===== src/rtl/multicore_mem_ctrl.sv =====
// multicore_mem_ctrl: host-sequenced loader, runner and shared data-RAM
// arbiter for an N-core array. Every RAM-side output is registered, so the
// effect of a cycle-t input appears at t+1.
//
// state      | meaning
// -----------+-------------------------------------------------------------
// S_IDLE     | waiting for go; mode/core_sel are sampled with it
// S_LOAD_IRAM| host beats written to the instruction RAM picked by core_sel
// S_LOAD_DRAM| host beats written to the shared data RAM
// S_RUN      | cores enabled; round-robin arbitration of the data RAM
// S_READBACK | host beats read from the data RAM, returned two cycles later
module multicore_mem_ctrl #(
  parameter int NUM_CORES = 2,
  parameter int CORE_W    = 1,
  parameter int ADDR_W    = 9,
  parameter int DATA_W    = 16
) (
  input  logic                          clock_i,
  input  logic                          reset_i,
  input  logic                          go_i,
  input  logic [1:0]                    mode_i,
  input  logic [CORE_W-1:0]             core_sel_i,
  input  logic                          ext_valid_i,
  input  logic                          ext_last_i,
  input  logic [ADDR_W-1:0]             ext_addr_i,
  input  logic [DATA_W-1:0]             ext_wdata_i,
  output logic [DATA_W-1:0]             ext_rdata_o,
  output logic                          ext_rvalid_o,
  output logic                          busy_o,
  output logic                          done_o,
  output logic                          err_o,
  output logic [NUM_CORES-1:0]          core_start_o,
  input  logic [NUM_CORES-1:0]          core_halt_i,
  input  logic [NUM_CORES-1:0]          core_req_i,
  input  logic [NUM_CORES-1:0]          core_we_i,
  input  logic [NUM_CORES*ADDR_W-1:0]   core_addr_i,
  input  logic [NUM_CORES*DATA_W-1:0]   core_wdata_i,
  output logic [NUM_CORES-1:0]          core_gnt_o,
  output logic [NUM_CORES-1:0]          core_rvalid_o,
  output logic [DATA_W-1:0]             core_rdata_o,
  output logic [NUM_CORES-1:0]          iram_we_o,
  output logic [ADDR_W-1:0]             iram_addr_o,
  output logic [DATA_W-1:0]             iram_wdata_o,
  output logic                          dram_en_o,
  output logic                          dram_we_o,
  output logic [ADDR_W-1:0]             dram_addr_o,
  output logic [DATA_W-1:0]             dram_wdata_o,
  input  logic [DATA_W-1:0]             dram_rdata_i
);

  typedef enum logic [2:0] {
    S_IDLE      = 3'd0,
    S_LOAD_IRAM = 3'd1,
    S_LOAD_DRAM = 3'd2,
    S_RUN       = 3'd3,
    S_READBACK  = 3'd4
  } state_e;

  state_e                 state_q;
  logic [CORE_W-1:0]      sel_q;
  logic [CORE_W-1:0]      ptr_q;
  logic                   busy_q;
  logic                   done_q;
  logic                   err_q;
  logic [NUM_CORES-1:0]   core_start_q;
  logic [NUM_CORES-1:0]   core_gnt_q;
  logic [NUM_CORES-1:0]   core_rvalid_q;
  logic [NUM_CORES-1:0]   iram_we_q;
  logic [ADDR_W-1:0]      iram_addr_q;
  logic [DATA_W-1:0]      iram_wdata_q;
  logic                   dram_en_q;
  logic                   dram_we_q;
  logic [ADDR_W-1:0]      dram_addr_q;
  logic [DATA_W-1:0]      dram_wdata_q;
  // Read issued this cycle (dram_en high): owner is the host or a core.
  logic                   rd_ext_q;
  logic                   rd_ext_last_q;
  logic [NUM_CORES-1:0]   rd_core_q;
  logic                   ext_rvalid_q;

  logic [NUM_CORES-1:0]   elig;
  logic                   pick_vld;
  int                     pick_idx;
  logic [CORE_W-1:0]      ptr_d;
  logic [NUM_CORES-1:0]   gnt_d;

  // Round-robin pick: first requester at or after the pointer, skipping the
  // core being granted this cycle so its held request is not served twice.
  always_comb begin
    elig     = core_req_i & ~core_gnt_q;
    pick_vld = 1'b0;
    pick_idx = 0;
    for (int k = 0; k < NUM_CORES; k++) begin
      if (!pick_vld && elig[(int'(ptr_q) + k) % NUM_CORES]) begin
        pick_vld = 1'b1;
        pick_idx = (int'(ptr_q) + k) % NUM_CORES;
      end
    end
    ptr_d = CORE_W'((pick_idx + 1) % NUM_CORES);
    gnt_d = pick_vld ? (NUM_CORES'(1) << pick_idx) : '0;
  end

  // Operation sequencer with all registered outputs.
  always_ff @(posedge clock_i or posedge reset_i) begin
    if (reset_i) begin
      state_q       <= S_IDLE;
      sel_q         <= '0;
      ptr_q         <= '0;
      busy_q        <= 1'b0;
      done_q        <= 1'b0;
      err_q         <= 1'b0;
      core_start_q  <= '0;
      core_gnt_q    <= '0;
      core_rvalid_q <= '0;
      iram_we_q     <= '0;
      iram_addr_q   <= '0;
      iram_wdata_q  <= '0;
      dram_en_q     <= 1'b0;
      dram_we_q     <= 1'b0;
      dram_addr_q   <= '0;
      dram_wdata_q  <= '0;
      rd_ext_q      <= 1'b0;
      rd_ext_last_q <= 1'b0;
      rd_core_q     <= '0;
      ext_rvalid_q  <= 1'b0;
    end else begin
      done_q        <= 1'b0;
      iram_we_q     <= '0;
      dram_en_q     <= 1'b0;
      dram_we_q     <= 1'b0;
      core_gnt_q    <= '0;
      rd_ext_q      <= 1'b0;
      rd_ext_last_q <= 1'b0;
      rd_core_q     <= '0;
      ext_rvalid_q  <= rd_ext_q;
      core_rvalid_q <= rd_core_q;

      // Readback finishes when its last data word is returned, after the
      // FSM has already gone back to idle.
      if (rd_ext_q && rd_ext_last_q) begin
        done_q <= 1'b1;
        busy_q <= 1'b0;
      end

      case (state_q)
        S_IDLE: begin
          if (go_i) begin
            err_q  <= 1'b0;
            sel_q  <= core_sel_i;
            busy_q <= 1'b1;
            case (mode_i)
              2'b00: state_q <= S_LOAD_IRAM;
              2'b01: state_q <= S_LOAD_DRAM;
              2'b10: begin
                state_q      <= S_RUN;
                core_start_q <= '1;
              end
              default: state_q <= S_READBACK;
            endcase
          end
        end

        S_LOAD_IRAM: begin
          if (ext_valid_i) begin
            if (int'(sel_q) < NUM_CORES) begin
              iram_we_q    <= NUM_CORES'(1) << sel_q;
              iram_addr_q  <= ext_addr_i;
              iram_wdata_q <= ext_wdata_i;
            end else begin
              err_q <= 1'b1;
            end
            if (ext_last_i) begin
              state_q <= S_IDLE;
              done_q  <= 1'b1;
              busy_q  <= 1'b0;
            end
          end
        end

        S_LOAD_DRAM: begin
          if (ext_valid_i) begin
            dram_en_q    <= 1'b1;
            dram_we_q    <= 1'b1;
            dram_addr_q  <= ext_addr_i;
            dram_wdata_q <= ext_wdata_i;
            if (ext_last_i) begin
              state_q <= S_IDLE;
              done_q  <= 1'b1;
              busy_q  <= 1'b0;
            end
          end
        end

        S_READBACK: begin
          if (ext_valid_i) begin
            dram_en_q     <= 1'b1;
            dram_addr_q   <= ext_addr_i;
            rd_ext_q      <= 1'b1;
            rd_ext_last_q <= ext_last_i;
            if (ext_last_i) begin
              state_q <= S_IDLE;
            end
          end
        end

        S_RUN: begin
          if (pick_vld) begin
            core_gnt_q   <= gnt_d;
            dram_en_q    <= 1'b1;
            dram_we_q    <= core_we_i[pick_idx];
            dram_addr_q  <= core_addr_i[pick_idx*ADDR_W +: ADDR_W];
            dram_wdata_q <= core_wdata_i[pick_idx*DATA_W +: DATA_W];
            rd_core_q    <= core_we_i[pick_idx] ? '0 : gnt_d;
            ptr_q        <= ptr_d;
          end else if ((&core_halt_i) && (rd_core_q == '0)) begin
            // Only leave once the last granted read has returned its data.
            state_q      <= S_IDLE;
            core_start_q <= '0;
            done_q       <= 1'b1;
            busy_q       <= 1'b0;
          end
        end

        default: state_q <= S_IDLE;
      endcase
    end
  end

  assign busy_o        = busy_q;
  assign done_o        = done_q;
  assign err_o         = err_q;
  assign core_start_o  = core_start_q;
  assign core_gnt_o    = core_gnt_q;
  assign core_rvalid_o = core_rvalid_q;
  assign iram_we_o     = iram_we_q;
  assign iram_addr_o   = iram_addr_q;
  assign iram_wdata_o  = iram_wdata_q;
  assign dram_en_o     = dram_en_q;
  assign dram_we_o     = dram_we_q;
  assign dram_addr_o   = dram_addr_q;
  assign dram_wdata_o  = dram_wdata_q;
  assign ext_rvalid_o  = ext_rvalid_q;
  // RAM read data passes straight through, gated so it reads 0 when idle.
  assign ext_rdata_o   = ext_rvalid_q ? dram_rdata_i : '0;
  assign core_rdata_o  = (core_rvalid_q != '0) ? dram_rdata_i : '0;

endmodule

===== config.mk =====
export PLATFORM = sky130hd
export DESIGN_NAME = multicore_mem_ctrl
export DESIGN_NICKNAME = d
export VERILOG_FILES = /design/src/rtl/multicore_mem_ctrl.sv
export SDC_FILE = /design/constraint.sdc
export NUM_CORES = 1
export LEC_CHECK = 0
export CAP_MARGIN = 40
export CORE_AREA = 10 10 110 112
export DETAILED_ROUTE_END_ITERATION = 10
export DIE_AREA = 0 0 120 122
export PLACE_DENSITY = 0.78
export SYNTH_ARGS = -nofsm -noshare
export SYNTH_HDL_FRONTEND = slang
export SYNTH_SLANG_ARGS = --single-unit
export TNS_END_PERCENT = 30

===== constraint.sdc =====
create_clock -name clock_i -period 2.75 [get_ports clock_i]
set_input_delay 0.55 -clock clock_i [delete_from_list [all_inputs] [get_ports clock_i]]
set_output_delay 0.55 -clock clock_i [all_outputs]
set_load 0.05 [all_outputs]

-- Word level (Yosys, flattened, before mapping)
Cells that the tools add are included.
- flip-flop bits (word level): 72
- output and inout port bits: 96
- memories kept: 0
- logic and storage cells: 129
- input bits: 105
- bits in read-only memories: 0
- RAM bits: 0
- bits in latches: 0
- reductions and logical operators: 22
- $lt $le $gt $ge: 3
- muxes and demuxes: 60
- divide/modulo/power cells: 0
- shifts and indexed selects: 4
- multiply operators: 1
- bitwise operators: 3
- equality and inequality tests: 15
- $add $sub $neg: 2
- operators by type and width (kind ; number):
    two-way mux 16 bit ; 4
    less-than comparator 32 x 3 -> 1 bit, second input constant ; 1
    multiplier 32 x 5 -> 32 bit, second input constant ; 1
    two-way mux 32 bit ; 1
    one-hot mux 16 bit (2 select lines) ; 1
    indexed part select 18 x 32 -> 9 bit ; 1
    indexed part select 32 x 32 -> 16 bit ; 1
    << shifter 1 x 32 -> 2 bit, first input constant ; 1
    two-way mux 1 bit ; 28
    two-way mux 2 bit ; 11
    two-way mux 9 bit ; 2
    one-hot mux 3 bit (3 select lines) ; 2
    one-hot mux 9 bit (2 select lines) ; 1
    two-way mux 3 bit ; 5
    inequality test 2 bit, second input constant ; 5
    AND reduction 5 bit ; 2
    inequality test 2 x 1 -> 1 bit, second input constant ; 4
    AND reduction 2 bit ; 4
    nonzero test 2 bit ; 4
    equality test 3 x 2 -> 1 bit, second input constant ; 2
    one-hot mux 1 bit (2 select lines) ; 3
    AND reduction 3 bit ; 2
    logical NOT 2 bit ; 2
    one-hot mux 2 bit (2 select lines) ; 1
    other kinds (17) ; 21

-- Depth between registers and ports, before layout
Gate-level depths: netlist of run 1.
- depth in word-level cells: 14
- mapped depth: 7
- gate-level depth less buffers: 6

-- Worst setup path after synthesis of run 1
OpenSTA, ideal clock, no wires.
- path kind: reg-to-output
- from: register core_rvalid_q[1], in the netlist core_rvalid_o[1]
- to: output port core_rdata_o[10]
- path buffers: 1
- stages on the path, launching flop included: 4
- slack: 0.444 ns
- arrival time: 1.756 ns
- required time: 2.200 ns
- cells stage by stage: dfrtp_1 -> nor2_1 -> clkbuf_1 -> nor2b_1
- word-level cells in the longest chain between the ends: 2
- ends and longest elaborated chain (item ; line ; text):
    from (decl) ; 67 ; logic [NUM_CORES-1:0] core_rvalid_q;
    from (signal assigned) ; 136 ; core_rvalid_q <= rd_core_q;
    nonzero test 2 bit ; 245 ; assign core_rdata_o = (core_rvalid_q != '0) ? dram_rdata_i : '0;
    two-way mux 16 bit ; 245 ;
    to (decl) ; 40 ; output logic [DATA_W-1:0] core_rdata_o,
Every way passes these cells.

-- Worst setup path after layout of run 1
- from: register ext_rvalid_q, in the netlist ext_rvalid_o
- to: output port ext_rvalid_o
- RTL lines (item ; line ; text):
    from (decl) ; 79 ; logic ext_rvalid_q;
    from (signal assigned) ; 135 ; ext_rvalid_q <= rd_ext_q;
    to (decl) ; 28 ; output logic ext_rvalid_o,
No word-level cell between the ends.

==> results of run 1 <==
==> layout by cell type (no fill, tap or decap), types with 2 or more instances in the layout <==
cell type,synthesis,final
nor2b_1,21,21
dfrtp_1,71,71
and2_1,18,18
inv_1,4,3
clkdlybuf4s50_1,0,167
inv_6,0,2
a2bb2oi_2,20,20
and3_1,2,2
nor3_1,4,4
nand3b_1,2,2
nor2_1,24,24
mux2_2,18,18
nand2_1,23,23
a21oi_1,25,25
o2bb2ai_1,9,9
nand4bb_1,2,2
clkbuf_8,0,9
clkinv_4,0,3
a2bb2oi_1,12,12
o21ai_0,3,3
buf_4,3,41
bufinv_16,0,2
mux2_1,8,8
a31o_2,9,9
ha_1,3,3
==> power by group through the flow <==
stage / logic [mW] / registers, mW / clock network [mW]
CTS: 3.92 / 1.80 / 0.975
finish: 3.88 / 1.80 / 0.953
floorplan: 1.25 / 3.20 / 0
detailed placement: 3.91 / 1.81 / 0
global route: 4.06 / 1.86 / 1.02
global placement: 3.86 / 1.79 / 0
==> final cells by class <==
cell class,count,area share (%)
Timing Repair Buffer,208,33.78
Sequential cell,71,30.32
Multi-Input combinational cell,219,28.85
Tap cell,136,2.904
Clock buffer,9,2.114
Clock inverter,7,1.772
Inverter,4,0.2562
==> registers in the layout, summed over array words and instances, names as in the netlist, 2 cells and up <==
name / flops
dram_addr_o: 9
core_rvalid_o: 2
state_q: 3
core_gnt_o: 2
dram_wdata_o: 16
iram_we_o: 2
iram_wdata_o: 16
rd_core_q: 2
iram_addr_o: 9
==> final timing paths <==
kind,startpoint,endpoint,slack (ns)
worst max-delay path,ext_rvalid_o,ext_rvalid_o,0.38
worst min-delay path,rd_core_q[1],core_rvalid_o[1],0.37
worst max register to register,state_q[0],dram_wdata_o[0],0.78
worst min register to register,rd_core_q[1],core_rvalid_o[1],0.37
max in group asynchronous,reset_i,dram_addr_o[5],1.62
min in group asynchronous,reset_i,iram_wdata_o[2],0.58
==> cells by family (layout without fill, tap and decap cells) <==
logic type                 Yosys count  count (layout)  share of synthesized area (%)
AOI/OAI and AO/OA                   84              84                          21.08
muxes                               27              27                          8.176
DFF                                 71              71                          47.97
other                                1               1                         0.1013
and+or+nand+nor                    104             104                          15.27
buffers and inverters               28             228                          6.385
adders and majority gates            3               3                          1.014
==> metal layers <==
| metal | GRT usage (%) | part of all wire (%) |
|---|---|---|
| met5 | 0 | 0 |
| met4 | 5.958 | 2.0 |
| met3 | 5.412 | 6.8 |
| met2 | 29.78 | 54 |
| met1 | 18.57 | 38 |
==> stage by stage <==
| stage | instances | total power, mW | setup slack (ns) | hold slack (ns) | instance area (um2) |
|---|---|---|---|---|---|
| after floorplan | 318 | 4.444 | 0.4034 | 0.3466 | 3704 |
| after global placement | 638 | 5.650 | 0.4258 | 0.3536 | 5632 |
| after detailed placement | 638 | 5.726 | 0.3521 | 0.3543 | 5632 |
| after CTS | 654 | 6.701 | 0.3525 | 0.3708 | 5859 |
| after global routing | 654 | 6.939 | 0.2613 | 0.3788 | 5859 |
| final | 654 | 6.639 | 0.3802 | 0.3680 | 5859 |
==> impl_metrics.yaml, run 1 <==
run_status:
  status: "complete, no violations"
synth:
  synth_fp_nets: 426
  synth_seq_area_share_pct: 47.97
  synth_seq_cells: 71
  synth-main-ff-cell: "dfrtp_1"
  synthArstFlopShare_pct: 100.0
  synth_top_area_cell: "dfrtp_1"
  synth_cells: 318
  yosysMostFrequentCell: "dfrtp_1"
  synthTopCellsByArea: "dfrtp_1, a2bb2oi_2, mux2_2, nor2b_1, a21oi_1"
  synth_top_cell_area_share_pct: 47.97
  yosysWarnings: 0
  avgSynthCellArea_um2: 11.65
  ys_top_cells_by_count: "dfrtp_1, a21oi_1, nor2_1"
  synth.distinct_cells: 43
  syn-cell-area_um2: 3704
  synth_edf_count: 0
worst_setup_path:
  ff2ff_path_depth: 4
  startpoint_type: "flop"
  cp-end-kind: "output pin"
  required_ns: 2.20
  path_buf_inv: 1
  max_stage_delay_ns: 0.89
  crit_family: "buffers and inverters"
  worstPathArrival_ns: 1.82
  slowest_stage: "clkdlybuf4s50_1"
  crit_type: "flop to output pin"
  critPathMaxFanout: 17
  path_cells: "clkdlybuf4s50_1"
  worstSetupPathDepth: 1
die:
  core_area_um2: 10050
  die_w_um: 120
  row_count: 37
  initial_core_util_pct: 36.87
  dieArea_um2: 14640
  die_y_um: 122
  pin_count: 201
sta:
  fin_crit_ns: 2.370
  relSlewSlack_pct: 52.76
  drv_slew: 0
  setup_tns_ns: 0
  skew_ns: 0.01445
  worstMarginPinSlew_ns: 0.7086
  rsz0062_at_grt: "no"
  fmax_mhz: 422.0
  finalCritPeriodShare_pct: 86.17
  finalSetupViolations: 0
  hold_viol: 0
global_routing:
  grt_overflow: 0
  grt_pass1_vias: 3480
  grt_antenna_before_repair: 0
  grt_max_degree: 49
  grt_first_pass_wirelength_um: 19460
  grt_usage_pct: 16.80
finish:
  multi_input_area_um2: 1690
  area_growth_pct: 58.21
  seq_area_um2: 1777
  utilization_pct: 58.33
  fin_nets: 621
  drive_above_1_share_pct: 22.01
  n_fill_cell: 873
  antenna_cells: 0
power_and_ir_drop:
  p_per_area_nw_per_um2: 1133
  swShare_pct: 47.30
  clkPwrFrac_pct: 14.4
  combPwrFrac_pct: 58.5
  power_switching_mw: 3.140
  ir_worst_vdd_uv: 703.2
  p_seq_share_pct: 27.1
  intPower_mw: 3.498
  p_leak_nw: 2.446
route:
  dr.pass1.iters: 4
  avgRoutedWirePerCell_um: 19.63
  num_vias: 3213
  drc_errors: 0
  drtAntennaViolNets: 0
  wl_um: 12840
  vias_per_cell: 4.913
  drt_iter0_markers: 155
clock_tree:
  ctsHoldBuffers: 0
  ctsLongestPathBuffers: 2
  numCtsBuffers: 9
  cts.sinks: 71
  post_cts_buffers: 0
  ctsResizeCount: 0
  clkLatencyLatePin_ns: 0.35
  cts_htree_levels: 3
  clkTransAtPathRegs_ns: 0.08
  cts_tree: "built"
  cts-root-buf: "clkbuf_8"
placement:
  port_buffers: 199
  place.gp.congestion: 0.7896
  hpwl_um: 9934
job:
  maxCapViolCount: 0
worst_hold_path:
  hold_depth: 0
  min_path_type: "flop to flop"
Note: power is estimated with default switching activity, not from simulation.
==> run 2, diff against run 1 <==
- GPL_TIMING_DRIVEN: default -> 0
- SLEW_MARGIN: default -> 10
==> run 2 against run 1 <==
Clock power up 1%. Count of clock-buffer cells in the layout up 1. Worst setup slack worse by 0.25 ns. Fmax down 9.4%. Global-route usage up 0.44 points. First-iteration DRC count down 26%. Cell count up 2.4%. Sequential cell count unchanged. Critical endpoint is now core_rdata_o[0]. Highest routed layer unchanged.
==> impl_metrics.yaml, run 2 (synthesis gave the netlist of run 1 again) <==
run_status:
  status: "complete, no violations"
route:
  top_layer: "met4"
  drc_errors: 0
  vias_per_cell: 4.948
  dr.pass1.iters: 5
  drtAntennaViolNets: 0
  avgRoutedWirePerCell_um: 19.73
  m1WireLength_um: 5215
  wl_met2_um: 6869
  wl_met3_um: 775
  num_vias: 3315
  wl_um: 13220
  drt_iter0_markers: 114
sta:
  finalCritPeriodShare_pct: 95.08
  finalSetupViolations: 0
  hold_viol: 0
  timing.hold.ws_ns: 0.3807
  skew_ns: 0.007931
  fmax_mhz: 382.4
  relSlewSlack_pct: 59.55
  setup_tns_ns: 0
  fin_crit_ns: 2.615
  drv_slew: 0
  worstMarginPinSlew_ns: 0.6067
  rsz0062_at_grt: "no"
worst_setup_path:
  crit_type: "input pin to output pin"
  worstPathArrival_ns: 2.06
  ff2ff_path_depth: 6
  startpoint_type: "input pin"
  crit_top_cell: "clkdlybuf4s50_1"
  rr_endpoint: "iram_addr_o[1]"
  critPathMaxFanout: 2
  cp-end-kind: "output pin"
  rrSetupSlack_ns: 1.05
  reg2reg_from: "state_q[1]"
  required_ns: 2.20
  slowest_stage: "clkdlybuf4s50_1"
  path_cells: "clkdlybuf4s50_1, nor2b_1, clkdlybuf4s50_1"
  max_stage_delay_ns: 0.83
global_routing:
  grt_max_degree: 39
  grt_antenna_before_repair: 0
  grt_pass1_vias: 3581
  grt_usage_pct: 17.24
  grt_first_pass_wirelength_um: 20130
  grt_overflow: 0
placement:
  place.gp.congestion: 0.7878
  hpwl_um: 10430
  port_buffers: 199
clock_tree:
  numCtsBuffers: 9
  cts_tree: "built"
  cts-root-buf: "clkbuf_8"
  ctsLongestPathBuffers: 2
  cts_htree_levels: 3
  clkTransAtPathRegs_ns: 0.08
  clkLatencyLatePin_ns: 0.34
  cts.sinks: 71
  ctsHoldBuffers: 0
die:
  row_count: 37
  core_area_um2: 10050
  initial_core_util_pct: 36.87
  die_y_um: 122
  pin_count: 201
  die_w_um: 120
  dieArea_um2: 14640
worst_hold_path:
  min_path_type: "flop to flop"
  hold_depth: 0
  min-delay-start: "rd_core_q[1]"
  whs_endpoint: "core_rvalid_o[1]"
power_and_ir_drop:
  p_leak_nw: 2.651
  ir_worst_vdd_uv: 693.4
  power_mw: 6.779
  p_per_area_nw_per_um2: 1103
finish:
  final_cell_mix: "clkdlybuf4s50_1, dfrtp_1, a21oi_1"
  drive_above_1_share_pct: 17.98
  fin_nets: 637
  multi_input_area_um2: 1693
  antenna_cells: 0
  final_common_cell: "clkdlybuf4s50_1"
  seq_area_um2: 1777
  area_growth_pct: 65.95
  n_fill_cell: 848
job:
  maxCapViolCount: 0
==> run 2: cell types whose count changed in the layout (fill, tap and decap cells not counted), sizes merged <==
| cell | before | now |
|---|---|---|
| dlymetal6s2s | 0 | 10 |
| clkinv | 3 | 1 |
| clkdlybuf4s50 | 167 | 188 |
| buf | 41 | 21 |
| clkbuf | 9 | 14 |
| clkinvlp | 0 | 2 |
| dlygate4sd2 | 0 | 1 |
| inv | 6 | 5 |
==> run 2: worst max-delay path by stage <==
stage / from / endpoint / slack, ns / depth (start not counted)
detailed placement: dram_rdata_i[0] / core_rdata_o[0] / 0.16 / 3
finish: dram_rdata_i[0] / core_rdata_o[0] / 0.14 / 3
global placement: reset_i / iram_addr_o[4] / -0.88 / 2
global route: core_rvalid_o[1] / core_rdata_o[12] / 0.02 / 4
CTS: ext_rvalid_o / ext_rdata_o[10] / 0.08 / 3
floorplan: reset_i / busy_o / 0.40 / 1
==> run 2: routing by layer <==
layer	up-vias	GRT usage, %
li1	1553	-
met1	1620	19.83
met2	117	30.19
met3	25	4.255
met4	0	6.938
met5	-	0
==> run 2: layout make-up <==
class	instances	share of cell area, %
multi-input cells	219	27.54
inverters	4	0.2850
well taps	136	2.769
plain buffers	24	3.624
clock inverters	6	1.507
flip-flops and latches	71	28.91
clock buffers	10	2.239
repair buffers	200	33.12
==> run 2: where the power goes <==
part / leakage [nW] / total (mW) / internal [mW] / switching [mW]
registers: 0.864 / 1.75 / 1.50 / 0.257
logic: 1.68 / 4.06 / 1.58 / 2.48
clock network: 0.109 / 0.967 / 0.540 / 0.427
==> run 2: critical path, delay by kind of cell <==
family,cells,cell delay [ns]
AND/OR/NAND/NOR,1,0.19
buffers and inverters,2,1.32
==> run 2: timing repair <==
action | in CTS | in global routing
pin swaps | 0 | 0
setup endpoints to repair | 10 | 10
gates resized for setup | 3 | 10
setup buffers | 0 | 0
==> run 2: metrics by stage <==
stage	utilization (%)	cell area, um2	cells	setup WS (ns)
detailed placement	58.61	5888	654	0.1589
CTS	60.93	6121	670	0.07643
floorplan	-	3704	318	0.4034
global placement	58.39	5866	653	-0.8756
global route	61.18	6146	670	0.01645
finish	61.18	6146	670	0.1352
